$ cat src/rtl/seg7_pkg.sv
// Shared constants for the 7-segment scan monitors.
//   - Anode codes (active low) for the four digit positions and the all-off code.
//   - Active-low segment patterns {G,F,E,D,C,B,A} for hex digits 0-F.
//   - Capture FSM state type.
package seg7_pkg;

  localparam logic [3:0] DIG0       = 4'hE;
  localparam logic [3:0] DIG1       = 4'hD;
  localparam logic [3:0] DIG2       = 4'hB;
  localparam logic [3:0] DIG3       = 4'h7;
  localparam logic [3:0] ANODES_OFF = 4'hF;

  localparam logic [6:0] SEG_0 = 7'b1000000;
  localparam logic [6:0] SEG_1 = 7'b1111001;
  localparam logic [6:0] SEG_2 = 7'b0100100;
  localparam logic [6:0] SEG_3 = 7'b0110000;
  localparam logic [6:0] SEG_4 = 7'b0011001;
  localparam logic [6:0] SEG_5 = 7'b0010010;
  localparam logic [6:0] SEG_6 = 7'b0000010;
  localparam logic [6:0] SEG_7 = 7'b1111000;
  localparam logic [6:0] SEG_8 = 7'b0000000;
  localparam logic [6:0] SEG_9 = 7'b0010000;
  localparam logic [6:0] SEG_A = 7'b0001000;
  localparam logic [6:0] SEG_B = 7'b0000011;
  localparam logic [6:0] SEG_C = 7'b1000110;
  localparam logic [6:0] SEG_D = 7'b0100001;
  localparam logic [6:0] SEG_E = 7'b0000110;
  localparam logic [6:0] SEG_F = 7'b0001110;

  typedef enum logic [1:0] {
    StOff,
    StScan,
    StHold
  } state_e;

endpackage

$ cat src/rtl/seg7_pattern_decode.sv
// Combinational active-low 7-segment pattern decoder.
//   s     : segment pattern {G,F,E,D,C,B,A}, active low
//   err   : 1 when s is not one of the 16 hex glyphs (blank included)
//   value : decoded hex value, 4'h0 when err is set
module seg7_pattern_decode
  import seg7_pkg::*;
(
  input  logic [6:0] s,
  output logic       err,
  output logic [3:0] value
);

  always_comb begin
    err   = 1'b0;
    value = 4'h0;
    case (s)
      SEG_0:   value = 4'h0;
      SEG_1:   value = 4'h1;
      SEG_2:   value = 4'h2;
      SEG_3:   value = 4'h3;
      SEG_4:   value = 4'h4;
      SEG_5:   value = 4'h5;
      SEG_6:   value = 4'h6;
      SEG_7:   value = 4'h7;
      SEG_8:   value = 4'h8;
      SEG_9:   value = 4'h9;
      SEG_A:   value = 4'hA;
      SEG_B:   value = 4'hB;
      SEG_C:   value = 4'hC;
      SEG_D:   value = 4'hD;
      SEG_E:   value = 4'hE;
      SEG_F:   value = 4'hF;
      default: err   = 1'b1;
    endcase
  end

endmodule

$ cat src/rtl/seg7_scan_capture.sv
// Receiving end of a 4-digit multiplexed 7-segment display. Samples the
// active-low anode/cathode lines, waits for them to be stable, and rebuilds
// the four displayed digits.
//
// Ports:
//   clk, rst_n          : clock, asynchronous active-low reset
//   anodes[3:0]         : digit enables, active low (E/D/B/7 = digit 0..3)
//   segs[6:0]           : cathodes, active low, {G,F,E,D,C,B,A}
//   bcd0..bcd3[3:0]     : last captured value per digit
//   digit_vld[3:0]      : digit captured in the current frame
//   digit_err[3:0]      : last capture of the digit was undecodable
//   frame_vld           : one-cycle pulse when all four digits were captured
//   anode_err           : sticky, a stable illegal anode code was seen
//   disp_off            : display considered disabled
// Optional (macro SEG7_SCAN_CAPTURE_DP_EN):
//   dp                  : decimal point, active low, part of the stability compare
//   dp_out[3:0]         : decimal point state captured per digit
module seg7_scan_capture
  import seg7_pkg::*;
#(
  parameter int unsigned STABLE_CYCLES = 4,
  parameter int unsigned OFF_TIMEOUT   = 1024,
  parameter int unsigned CNT_W         = 11
) (
  input  logic       clk,
  input  logic       rst_n,
  input  logic [3:0] anodes,
  input  logic [6:0] segs,
`ifdef SEG7_SCAN_CAPTURE_DP_EN
  input  logic       dp,
  output logic [3:0] dp_out,
`endif
  output logic [3:0] bcd0,
  output logic [3:0] bcd1,
  output logic [3:0] bcd2,
  output logic [3:0] bcd3,
  output logic [3:0] digit_vld,
  output logic [3:0] digit_err,
  output logic       frame_vld,
  output logic       anode_err,
  output logic       disp_off
);

  localparam logic [CNT_W-1:0] StabMax = CNT_W'(STABLE_CYCLES);
  // Capture fires on the cycle stab moves from STABLE_CYCLES-2 to STABLE_CYCLES-1.
  localparam logic [CNT_W-1:0] StabCap = CNT_W'(STABLE_CYCLES - 2);
  localparam logic [CNT_W-1:0] OffLast = CNT_W'(OFF_TIMEOUT - 1);
  localparam logic [CNT_W-1:0] OffFire = CNT_W'(OFF_TIMEOUT - 2);

  // Input sample and previous sample
  logic [3:0] a_q, a_p;
  logic [6:0] s_q, s_p;
  logic       same;

`ifdef SEG7_SCAN_CAPTURE_DP_EN
  logic dp_q, dp_p;

  always_ff @(posedge clk or negedge rst_n) begin
    if (!rst_n) begin
      dp_q <= 1'b1;
      dp_p <= 1'b1;
    end else begin
      dp_q <= dp;
      dp_p <= dp_q;
    end
  end

  assign same = (a_q == a_p) && (s_q == s_p) && (dp_q == dp_p);
`else
  assign same = (a_q == a_p) && (s_q == s_p);
`endif

  always_ff @(posedge clk or negedge rst_n) begin
    if (!rst_n) begin
      a_q <= ANODES_OFF;
      a_p <= ANODES_OFF;
      s_q <= 7'h7F;
      s_p <= 7'h7F;
    end else begin
      a_q <= anodes;
      a_p <= a_q;
      s_q <= segs;
      s_p <= s_q;
    end
  end

  // Stability counter
  logic [CNT_W-1:0] stab_q, stab_d;
  logic             cap;

  always_comb begin
    stab_d = stab_q;
    if (!same) begin
      stab_d = '0;
    end else if (stab_q != StabMax) begin
      stab_d = stab_q + 1'b1;
    end
  end

  assign cap = same && (stab_q == StabCap);

  // Anode decode
  logic       dig_legal;
  logic [1:0] dig_idx;
  logic [3:0] dig_oh;
  logic       all_off;
  logic       anode_bad;

  always_comb begin
    dig_legal = 1'b1;
    dig_idx   = 2'd0;
    case (a_q)
      DIG0:    dig_idx = 2'd0;
      DIG1:    dig_idx = 2'd1;
      DIG2:    dig_idx = 2'd2;
      DIG3:    dig_idx = 2'd3;
      default: dig_legal = 1'b0;
    endcase
  end

  assign dig_oh    = 4'b0001 << dig_idx;
  assign all_off   = (a_q == ANODES_OFF);
  assign anode_bad = !dig_legal && !all_off;

  // All-off timeout counter; saturates so the timeout fires once per off period
  logic [CNT_W-1:0] off_q, off_d;
  logic             timeout;

  always_comb begin
    off_d = off_q;
    if (!all_off) begin
      off_d = '0;
    end else if (off_q != OffLast) begin
      off_d = off_q + 1'b1;
    end
  end

  assign timeout = all_off && (off_q == OffFire);

  always_ff @(posedge clk or negedge rst_n) begin
    if (!rst_n) begin
      stab_q <= '0;
      off_q  <= '0;
    end else begin
      stab_q <= stab_d;
      off_q  <= off_d;
    end
  end

  // Pattern decode of the current sample
  logic       dec_err;
  logic [3:0] dec_val;

  seg7_pattern_decode u_decode (
    .s     (s_q),
    .err   (dec_err),
    .value (dec_val)
  );

  // Capture FSM with registered outputs
  state_e     state_q;
  logic [3:0] bcd_q [4];
  logic [3:0] vld_next;

  assign vld_next = digit_vld | dig_oh;

  always_ff @(posedge clk or negedge rst_n) begin
    if (!rst_n) begin
      state_q   <= StOff;
      for (int i = 0; i < 4; i++) bcd_q[i] <= 4'h0;
      digit_vld <= 4'h0;
      digit_err <= 4'h0;
      frame_vld <= 1'b0;
      anode_err <= 1'b0;
      disp_off  <= 1'b1;
`ifdef SEG7_SCAN_CAPTURE_DP_EN
      dp_out    <= 4'h0;
`endif
    end else begin
      frame_vld <= 1'b0;
      if (cap && anode_bad) begin
        anode_err <= 1'b1;
      end
      if (timeout) begin
        // bcd registers deliberately keep their values
        disp_off  <= 1'b1;
        digit_vld <= 4'h0;
        state_q   <= StOff;
      end else begin
        unique case (state_q)
          // A legal capture in OFF both wakes the display and records the digit,
          // so the first digit after power-up counts towards the frame.
          StOff, StScan: begin
            if (cap && dig_legal) begin
              bcd_q[dig_idx]     <= dec_val;
              digit_err[dig_idx] <= dec_err;
`ifdef SEG7_SCAN_CAPTURE_DP_EN
              dp_out[dig_idx]    <= ~dp_q;
`endif
              if (vld_next == 4'hF) begin
                frame_vld <= 1'b1;
                digit_vld <= 4'h0;
              end else begin
                digit_vld <= vld_next;
              end
              disp_off <= 1'b0;
              state_q  <= StHold;
            end
          end
          StHold: begin
            if (!same) begin
              state_q <= StScan;
            end
          end
          default: state_q <= StOff;
        endcase
      end
    end
  end

  assign bcd0 = bcd_q[0];
  assign bcd1 = bcd_q[1];
  assign bcd2 = bcd_q[2];
  assign bcd3 = bcd_q[3];

endmodule

$ cat config.mk
export PLATFORM = sky130hd
export DESIGN_NAME = seg7_scan_capture
export DESIGN_NICKNAME = d
export VERILOG_FILES = /design/src/rtl/seg7_pkg.sv /design/src/rtl/seg7_pattern_decode.sv /design/src/rtl/seg7_scan_capture.sv
export SDC_FILE = /design/constraint.sdc
export NUM_CORES = 1
export LEC_CHECK = 0
export ABC_AREA = 1
export CAP_MARGIN = 20
export CORE_ASPECT_RATIO = 0.5
export CORE_UTILIZATION = 45
export DETAILED_ROUTE_END_ITERATION = 7
export GPL_TIMING_DRIVEN = 0
export PLACE_DENSITY = 0.66
export SLEW_MARGIN = 30
export SYNTH_ARGS = -nofsm -noshare
export SYNTH_HDL_FRONTEND = slang
export SYNTH_SLANG_ARGS = --single-unit
$ cat constraint.sdc
create_clock -name clk -period 2.68 [get_ports clk]
set_clock_uncertainty 0.2 [all_clocks]
set_input_delay 0.804 -clock clk [delete_from_list [all_inputs] [get_ports clk]]
set_output_delay 0.804 -clock clk [all_outputs]
set_load 0.02 [all_outputs]
==> out/summary.json <==
{
  "routed_via_density": {"value": 4.92},
  "port-buffer-count": {"value": 39},
  "clock_sink_count": {"value": 73},
  "final_slew_viol_count": {"value": 0},
  "routed_vias": {"value": 2927},
  "crit_path_kind": {"value": "reg -> out"},
  "synth_sequential_area_ratio": {"value": 0.521},
  "crit_path_cell_trace": {"value": "clkdlybuf4s50_1"},
  "reg2reg_from": {"value": "a_q[2]$_DFF_PN1_"},
  "place_congestion": {"value": 0.886},
  "run_status": {"value": "finished clean"},
  "worst_slew_margin_rel": {"value": 0.701},
  "ctsRootBufferMaster": {"value": "sky130_fd_sc_hd__clkbuf_16"},
  "ir_worst_vdd": {"value": 0.340, "unit": "mV"},
  "timing.final.crit_share": {"value": 0.916},
  "ys_seq_elements": {"value": 73},
  "initial_core_util": {"value": 0.476},
  "tritoncts": {"value": "yes"},
  "global_route.overflow_total": {"value": 0},
  "fp.dieH": {"value": 64.9, "unit": "microns"},
  "cpPeakStageDelay": {"value": 0.59, "unit": "ns"},
  "post_cts.repair.setup_buffers": {"value": 0},
  "worst_r2r_path_depth": {"value": 9},
  "global_route.usage.total": {"value": 0.207},
  "detailed_routing_iterations_pass_1": {"value": 6},
  "drt_first_iter_violations": {"value": 130},
  "reg2reg_slack": {"value": 0.27, "unit": "ns"},
  "final-seq-area": {"value": 1860, "unit": "sq um"},
  "grt_pass1_vias": {"value": 2745},
  "highest_clock_rate": {"value": 407, "unit": "MHz"},
  "hold_class": {"value": "in -> async"},
  "worst_path_dominant_cell_family": {"value": "buffers and inverters"},
  "fillCellCount": {"value": 668},
  "timing.final.crit_period": {"value": 2.45, "unit": "ns"},
  "area_growth_syn_to_layout": {"value": 25.5, "unit": "%"},
  "critical_path.slowest_cell": {"value": "sky130_fd_sc_hd__clkdlybuf4s50_1"},
  "synth.top_cells.by_count": {"value": "sky130_fd_sc_hd__nand2_1, sky130_fd_sc_hd__nand3_1, sky130_fd_sc_hd__dfrtp_1, sky130_fd_sc_hd__inv_1, sky130_fd_sc_hd__nor2_1"},
  "ys.flop_type": {"value": "sky130_fd_sc_hd__dfrtp_1"},
  "route.antenna.remaining_nets": {"value": 0},
  "worst_setup_path_startpoint": {"value": "disp_off$_DFFE_PN1P_"},
  "number_of_antenna_violations_at_the_first_check_in_global_routing": {"value": 0},
  "htreeDepth": {"value": 3},
  "syn_area": {"value": 3560, "unit": "sq um"},
  "crit_fanout": {"value": 2},
  "power.leakage": {"value": 2.15, "unit": "nW"},
  "avgRoutedWirePerCell": {"value": 12.7, "unit": "microns"},
  "cts-buffers-inserted": {"value": 9},
  "synth_largest_area_cell": {"value": "sky130_fd_sc_hd__dfrtp_1"},
  "finalHoldViolations": {"value": 0},
  "multi_input_comb_area": {"value": 1480, "unit": "sq um"},
  "yosysUniqueCellTypes": {"value": 35},
  "path_buf_inv": {"value": 1},
  "worst_setup_path_end_kind": {"value": "primary output"},
  "setup_repair_after_global_routing_missed_its_margin": {"value": "no"},
  "worstSetupStartpointType": {"value": "flop"},
  "worst_skew_pair_latency": {"value": 0.34, "unit": "ns"},
  "share_of_final_layout_standard_cells_stronger_than_drive_strength_1": {"value": 0.119},
  "post_synth_top_area_share": {"value": 0.351},
  "cp.arrival": {"value": 1.45, "unit": "ns"},
  "floorplan.die_area": {"value": 8290, "unit": "sq um"},
  "antenna_cells": {"value": 0},
  "grt_first_pass_wirelength": {"value": 13100, "unit": "microns"},
  "totalWireLength": {"value": 7570, "unit": "microns"},
  "finalSetupTns": {"value": 0, "unit": "ns"},
  "drv_cap": {"value": 0},
  "grt_start_max_net_pins": {"value": 51},
  "worst-path-stages": {"value": 1},
  "num_io_pins": {"value": 40},
  "cts_hold_repair.buffers": {"value": 0},
  "finish.net_count": {"value": 500},
  "chipWidth": {"value": 128, "unit": "microns"},
  "detailedPlacementHpwl": {"value": 5450, "unit": "microns"},
  "rr_endpoint": {"value": "digit_err[1]$_DFFE_PN0P_"},
  "top_cells_by_area_synth": {"value": "sky130_fd_sc_hd__dfrtp_1, sky130_fd_sc_hd__dfstp_2, sky130_fd_sc_hd__nand2_1"},
  "pwr_density_cell": {"value": 598, "unit": "nW/um^2"},
  "remaining_drc_errors": {"value": 0},
  "worstSetupEndpoint": {"value": "disp_off"},
  "postSynthCellCount": {"value": 431},
  "clk_transition_reported_paths": {"value": 0.06, "unit": "ns"},
  "synth-edff-count": {"value": 0},
  "yosysMostFrequentCell": {"value": "sky130_fd_sc_hd__nand2_1"},
  "worstMarginPinSlew": {"value": 0.447, "unit": "ns"},
  "hold_slack": {"value": 0.169, "unit": "ns"},
  "timing.final.setup_violations": {"value": 0},
  "clock_path_buffers": {"value": 2},
  "synthArstFlopShare": {"value": 1.00},
  "syn_avg_cell_area": {"value": 8.26, "unit": "sq um"},
  "ys.warnings.count": {"value": 0},
  "cp.required": {"value": 1.68, "unit": "ns"},
  "core_region_area": {"value": 7490, "unit": "sq um"},
  "std_cell_rows": {"value": 22},
  "mappedNetlistNets": {"value": 449},
  "number_of_gates_resized_after_cts": {"value": 0}
}
==> layout by cell type (no fill, tap or decap), drive strengths merged, types with 2 or more instances in the layout <==
cell and n:
nand2 124, nand3 53, inv 51, nor2 51
dfrtp 50, clkdlybuf4s50 38, dfstp 23, clkbuf 16
nor3 15, a21oi 12, o21ai 9, xnor2 5
ha 5, or2 5, buf 5, a31oi 4
nand4 4, a211oi 3, o21a 2, bufinv 2
==> layout make-up <==
cell class                 count  share of cell area
inverter                      50              0.0420
sequential                    73               0.415
tap                          108              0.0302
clock buffer                  13              0.0652
clock inverter                 3              0.0148
timing repair buffer          40              0.0929
multi-input combinational    302               0.331
buffer                         6             0.00868
==> per-layer routing <==
layer / track usage / part of all wire
met2: 0.325 / 0.44
met1: 0.270 / 0.50
met3: 0.0702 / 0.044
met4: 0.0691 / 0.013
met5: 0 / 0
==> power by group <==
group | leakage, nW | internal [mW] | switching [mW]
Clock | 0.178 | 0.948 | 0.452
Combinational | 1.03 | 0.0440 | 0.0771
Sequential | 0.940 | 1.13 | 0.0185
Total | 2.15 | 2.13 | 0.547
==> how the worst min path moves through the flow <==
| stage | slack (ns) | start | end |
|---|---|---|---|
| floorplan | 0.15 | s_q[6]$_DFF_PN1_ | s_p[6]$_DFF_PN1_ |
| global placement | 0.16 | s_q[6]$_DFF_PN1_ | s_p[6]$_DFF_PN1_ |
| detailed placement | 0.17 | s_q[6]$_DFF_PN1_ | s_p[6]$_DFF_PN1_ |
| CTS | 0.17 | rst_n | off_q[2]$_DFFE_PN0P_ |
| global route | 0.18 | rst_n | off_q[2]$_DFFE_PN0P_ |
| finish | 0.17 | rst_n | bcd0[0]$_DFFE_PN0P_ |
==> metrics by stage <==
stage | instance area [sq um] | power, mW | utilization | worst slack [ns] | std cells
3_5_place_dp | 4110 | 1.29 | 0.549 | 0.328 | 579
3_3_place_gp | 4090 | 1.29 | 0.546 | -1.93 | 578
5_1_grt | 4470 | 2.77 | 0.597 | 0.0629 | 595
6_report | 4470 | 2.67 | 0.597 | 0.226 | 595
4_1_cts | 4470 | 2.71 | 0.597 | 0.209 | 595
2_1_floorplan | 3560 | 1.23 | - | 0.721 | 431
==> sequential cells by signal (all words and copies together) (netlist names) <==
signal and count:
bcd1 4, bcd0 4, bcd3 4, digit_err 4, disp_off 1, off_q 11
frame_vld 1, s_q 7, bcd2 4, digit_vld 4, s_p 7, a_p 4
anode_err 1, a_q 4, stab_q 11, state_q 2
==> logic make-up after synthesis <==
| kind of cell | synth area share |
|---|---|
| adders and majority gates | 0.0176 |
| buffers and inverters | 0.0636 |
| DFF | 0.521 |
| and+or+nand+nor | 0.325 |
| AOI/OAI and AO/OA | 0.0576 |
| xor gates and xnor gates | 0.0148 |
Note: power is estimated with default switching activity, not from simulation.
==> edit 1, RTL diff (same settings) <==
The parameter `CNT_W` goes from 11 to 22.
--- a/src/rtl/seg7_scan_capture.sv
+++ b/src/rtl/seg7_scan_capture.sv
@@ -20,7 +20,7 @@
 #(
   parameter int unsigned STABLE_CYCLES = 4,
   parameter int unsigned OFF_TIMEOUT   = 1024,
-  parameter int unsigned CNT_W         = 11
+  parameter int unsigned CNT_W         = 22
 ) (
   input  logic       clk,
   input  logic       rst_n,
Check against the original RTL: no difference found for any inputs over 10 cycles, from zero or initial values and one cycle with rst_n low; that may be too few to reach the edited logic, so the function may still have changed.
==> edit 1 against the original RTL <==
- area after synthesis is 38% higher
- sequential cell count is 22 higher
- final area is 30% higher
- routed wire length is 40% higher
- critical endpoint unchanged
- worst setup slack worse by 0.022 ns
- largest cell class unchanged
- power is 8.5% higher
- critical path type unchanged
- cell count is 40% higher
- core utilization is 3.9 points lower
==> edit 1: results (changes against the original RTL) <==
Setup path
  • Worst Reg-to-Reg Cells: 11 (was 9)
  • R2R setup slack: 0.41 ns (was 0.27 ns)
  • FF-to-FF Start: s_q[0]$_DFF_PN1_ (was a_q[2]$_DFF_PN1_)

Placed design
  • Gpl congestion: 0.864 (was 0.886)
  • Detailed Place HPWL: 7.85 mm (was 5.45 mm)

Layout
  • Non-CTS inverters: 75 (was 50)
  • Multi-input gates: 461 (was 302)
  • # nets final: 706 (was 500)
  • Register fraction of the total cell area: 41.4% (was 41.5%)
  • Biggest regs: off_q x22, stab_q x22 (was off_q x11, stab_q x11)
  • Signal buffers share of area: 7.90% (was 10.2%)
  • Fraction of area in multi-input gates: 37.7% (was 33.1%)
  • Layout cells sized above 1: 9.67% (was 11.9%)

Logic synthesis
  • Post-synth cell types: 32 (was 35)
  • Area contributors post-synth: dfrtp_1 (37%), nand2_1 (14%), dfstp_2 (12%) (was dfrtp_1 (35%), dfstp_2 (17%), nand2_1 (13%))
  • Commonest cells in the netlist: nand2_1 (180), nor2_1 (90), dfrtp_1 (72) (was nand2_1 (121), nand3_1 (53), dfrtp_1 (50), inv_1 (50), nor2_1 (48))

Run status
  • Status: complete, no violations (unchanged)

GRT
  • Met1 Usage GRT: 27.5% (was 27.0%)
  • Vias in the first global route: 3768 (was 2745)

Pwr
  • Worst VDD drop: 0.308 mV (was 0.340 mV)
  • Sw Share: 22.8% (was 20.5%)
  • P_leak: 2.77 nW (was 2.15 nW)

Drt
  • Via count: 4238 (was 2927)
  • 1st-pass router iterations: 5 (was 6)
  • Initial DRC Count: 228 (was 130)
edit 1: changes by cell type after synthesis, moves of 4 or more:
cell	before	now
a21oi_1	12	26
dfrtp_1	50	72
inv_1	50	69
inv_2	0	5
nand2_1	121	180
nand3_1	53	41
nand3_2	0	4
nand4_1	3	36
nor2_1	48	90
o21ai_0	9	25
xor2_1	1	5
edit 1: cells by family after synthesis:
kind of cell,after synthesis,synth area share (%)
AND/OR/NAND/NOR,387,35.1
adder cells (fa/ha/maj),5,1.27
XOR/XNOR,12,2.14
AO/OA/AOI/OAI,57,6.05
buffers and inverters,81,6.54
flip-flops,95,48.9
edit 1: through the flow:
| step | total power [mW] | cell area, um^2 | hold slack (ns) | std cells |
|---|---|---|---|---|
| floorplan | 1.57 | 4920 | 0.174 | 637 |
| global placement | 1.64 | 5490 | 0.181 | 816 |
| detailed placement | 1.64 | 5510 | 0.182 | 817 |
| CTS | 2.95 | 5810 | 0.192 | 833 |
| global route | 3.02 | 5810 | 0.201 | 833 |
| finish | 2.90 | 5810 | 0.177 | 833 |
edit 1: per-layer routing:
metal	vias to the layer above	share of wire, %
met1	1993	50
met5	-	0
met3	13	3.9
li1	2158	-
met4	0	1.0
met2	74	45
edit 1: how the worst max path moves through the flow:
stage                    startpoint                     end  slack [ns]  cells after the start
3_3_place_gp                  rst_n  stab_q[15]$_DFFE_PN0P_       -2.97                      1
2_1_floorplan      s_q[0]$_DFF_PN1_     bcd3[0]$_DFFE_PN0P_        0.75                     11
6_report       disp_off$_DFFE_PN1P_                disp_off        0.20                      1
4_1_cts        disp_off$_DFFE_PN1P_                disp_off        0.19                      1
5_1_grt        disp_off$_DFFE_PN1P_                disp_off        0.17                      1
3_5_place_dp       s_q[0]$_DFF_PN1_   stab_q[7]$_DFFE_PN0P_        0.42                     11
==> edit 2, RTL diff (config.mk and constraints unchanged) <==
Made on the original files. The 3 states of `state_e` get a one-hot encoding in 3 bits.
--- a/src/rtl/seg7_pkg.sv
+++ b/src/rtl/seg7_pkg.sv
@@ -27,10 +27,10 @@
   localparam logic [6:0] SEG_E = 7'b0000110;
   localparam logic [6:0] SEG_F = 7'b0001110;
 
-  typedef enum logic [1:0] {
-    StOff,
-    StScan,
-    StHold
+  typedef enum logic [2:0] {
+    StOff  = 3'b001,
+    StScan = 3'b010,
+    StHold = 3'b100
   } state_e;
 
 endpackage
Function: no difference found for any inputs over 10 cycles, from zero or initial values and one cycle with rst_n low; not proved beyond that.
==> edit 2 against the original RTL <==
- final area up 1.2%
- clock power down 14%
- power down 6.4%
- worst setup slack worse by 0.0038 ns
- sequential cell count up 1
- area after synthesis up 2.8%
- count of clock-buffer cells in the layout up 1
- routed wire length up 0.17%
==> edit 2: results (changes against the original RTL) <==
CTS
  • Postcts setup bufs: 0 (unchanged)
  • CTS root buffer: clkbuf_16 (unchanged)
  • Clock slew at reported path FFs: 0.06 ns (about the same)
  • Worst-Skew Late Latency: 0.34 ns (about the same)
  • Post-cts resize count: 0 (unchanged)
  • Longest Clk Path Bufs: 2 (unchanged)
  • H-tree level count: 3 (unchanged)

Placed design
  • Detailed Place HPWL: 5.56 mm (was 5.45 mm)
  • Pre-CTS setup slack: 0.225 ns (was 0.328 ns)
  • PortBufs: 39 (unchanged)
  • Gpl congestion: 0.879 (was 0.886)

GRT
  • Total track usage: 21.1% (was 20.7%)
  • Vias in the first global route: 2939 (was 2745)
  • Initial antenna violation count: 0 (unchanged)
  • Routing usage on met3: 6.07% (was 7.02%)
  • M2 GR Usage: 33.5% (was 32.5%)
  • Global-route wire length before repair: 13.6 mm (was 13.1 mm)
  • Largest net degree at the start of global routing: 52 (was 51)
  • Met1 Usage GRT: 28.2% (was 27.0%)

Hold path
  • HP Class: input port to async pin (unchanged)

Drt
  • Initial DRC Count: 164 (was 130)
  • Top Metal Used: met4 (unchanged)
  • 1st-pass router iterations: 4 (was 6)
  • WL met1: 3.82 mm (was 3.81 mm)
  • Met2 WL: 3.31 mm (was 3.32 mm)
  • Routed len/inst: 12.2 um (was 12.7 um)
  • Via count: 3054 (was 2927)
  • DR WL met3: 345 um (was 335 um)

Pwr
  • Worst VDD drop: 0.303 mV (was 0.340 mV)
  • P_leak: 2.18 nW (was 2.15 nW)

Logic synthesis
  • Ys Warns: 0 (unchanged)
  • Commonest cells in the netlist: nand2_1 (132), nand3_1 (54), inv_1 (52) (was nand2_1 (121), nand3_1 (53), dfrtp_1 (50), inv_1 (50), nor2_1 (48))
  • Area contributors post-synth: dfrtp_1 (34%), dfstp_2 (17%), nand2_1 (14%) (was dfrtp_1 (35%), dfstp_2 (17%), nand2_1 (13%))
  • Post-synth cell types: 27 (was 35)
  • Seq/Total Area, Yosys: 51.4% (was 52.1%)
  • Post-Syn Nets: 473 (was 449)

Layout
  • Layout cells sized above 1: 11.2% (was 11.9%)
  • # nets final: 524 (was 500)
  • N_diodes: 0 (unchanged)
  • Fill cell count: 719 (was 668)

Setup path
  • CP peak stage delay: 0.59 ns (about the same)
  • WP data arrival: 1.45 ns (about the same)
  • CP max FO: 2 (unchanged)
  • CP delay by family, top: buffers and inverters (unchanged)

Run status
  • Status: complete, no violations (unchanged)

Timing
  • Relative slew slack: 69.8% (was 70.1%)
edit 2: worst paths after layout:
kind	startpoint	end	slack, ns	depth (start not counted)
setup / recovery	disp_off$_DFFE_PN1P_	disp_off	0.22	1
hold / removal	rst_n	stab_q[7]$_DFFE_PN0P_	0.17	1
setup reg to reg	s_q[3]$_DFF_PN1_	bcd2[1]$_DFFE_PN0P_	0.28	9
hold reg to reg	s_q[3]$_DFF_PN1_	s_p[3]$_DFF_PN1_	0.17	0
max in group asynchronous	rst_n	s_p[0]$_DFF_PN1_	1.51	2
min in group clk	s_q[3]$_DFF_PN1_	s_p[3]$_DFF_PN1_	0.17	0
edit 2: power breakdown:
part | switching, mW | internal, mW
registers | 0.0204 | 1.15
logic | 0.0767 | 0.0435
clock network | 0.450 | 0.761
edit 2: kinds of logic after synthesis:
group	count (synthesis)	synth area share [%]
fa+ha+maj	5	1.71
buf+inv	59	6.46
simple gates	275	33.5
compound gates	35	5.20
flops	74	51.4
xor+xnor	7	1.68
edit 2: cell type report:
cell class,instances,area share (%)
Sequential cell,74,41.6
Inverter,54,4.48
Buffer,5,0.747
Tap cell,108,2.99
Clock buffer,14,6.53
Clock inverter,2,0.360
Multi-Input combinational cell,322,34.1
Timing Repair Buffer,40,9.18
edit 2: metrics by stage:
step	setup TNS [ns]	util, %	area, um^2	instances	hold slack, ns
after floorplan	0	-	3660	455	0.153
after global placement	-122.17	55.1	4190	602	0.155
after detailed placement	0	55.4	4210	603	0.159
after CTS	0	59.5	4520	619	0.168
after global routing	0	59.6	4520	619	0.177
final	0	59.6	4520	619	0.165
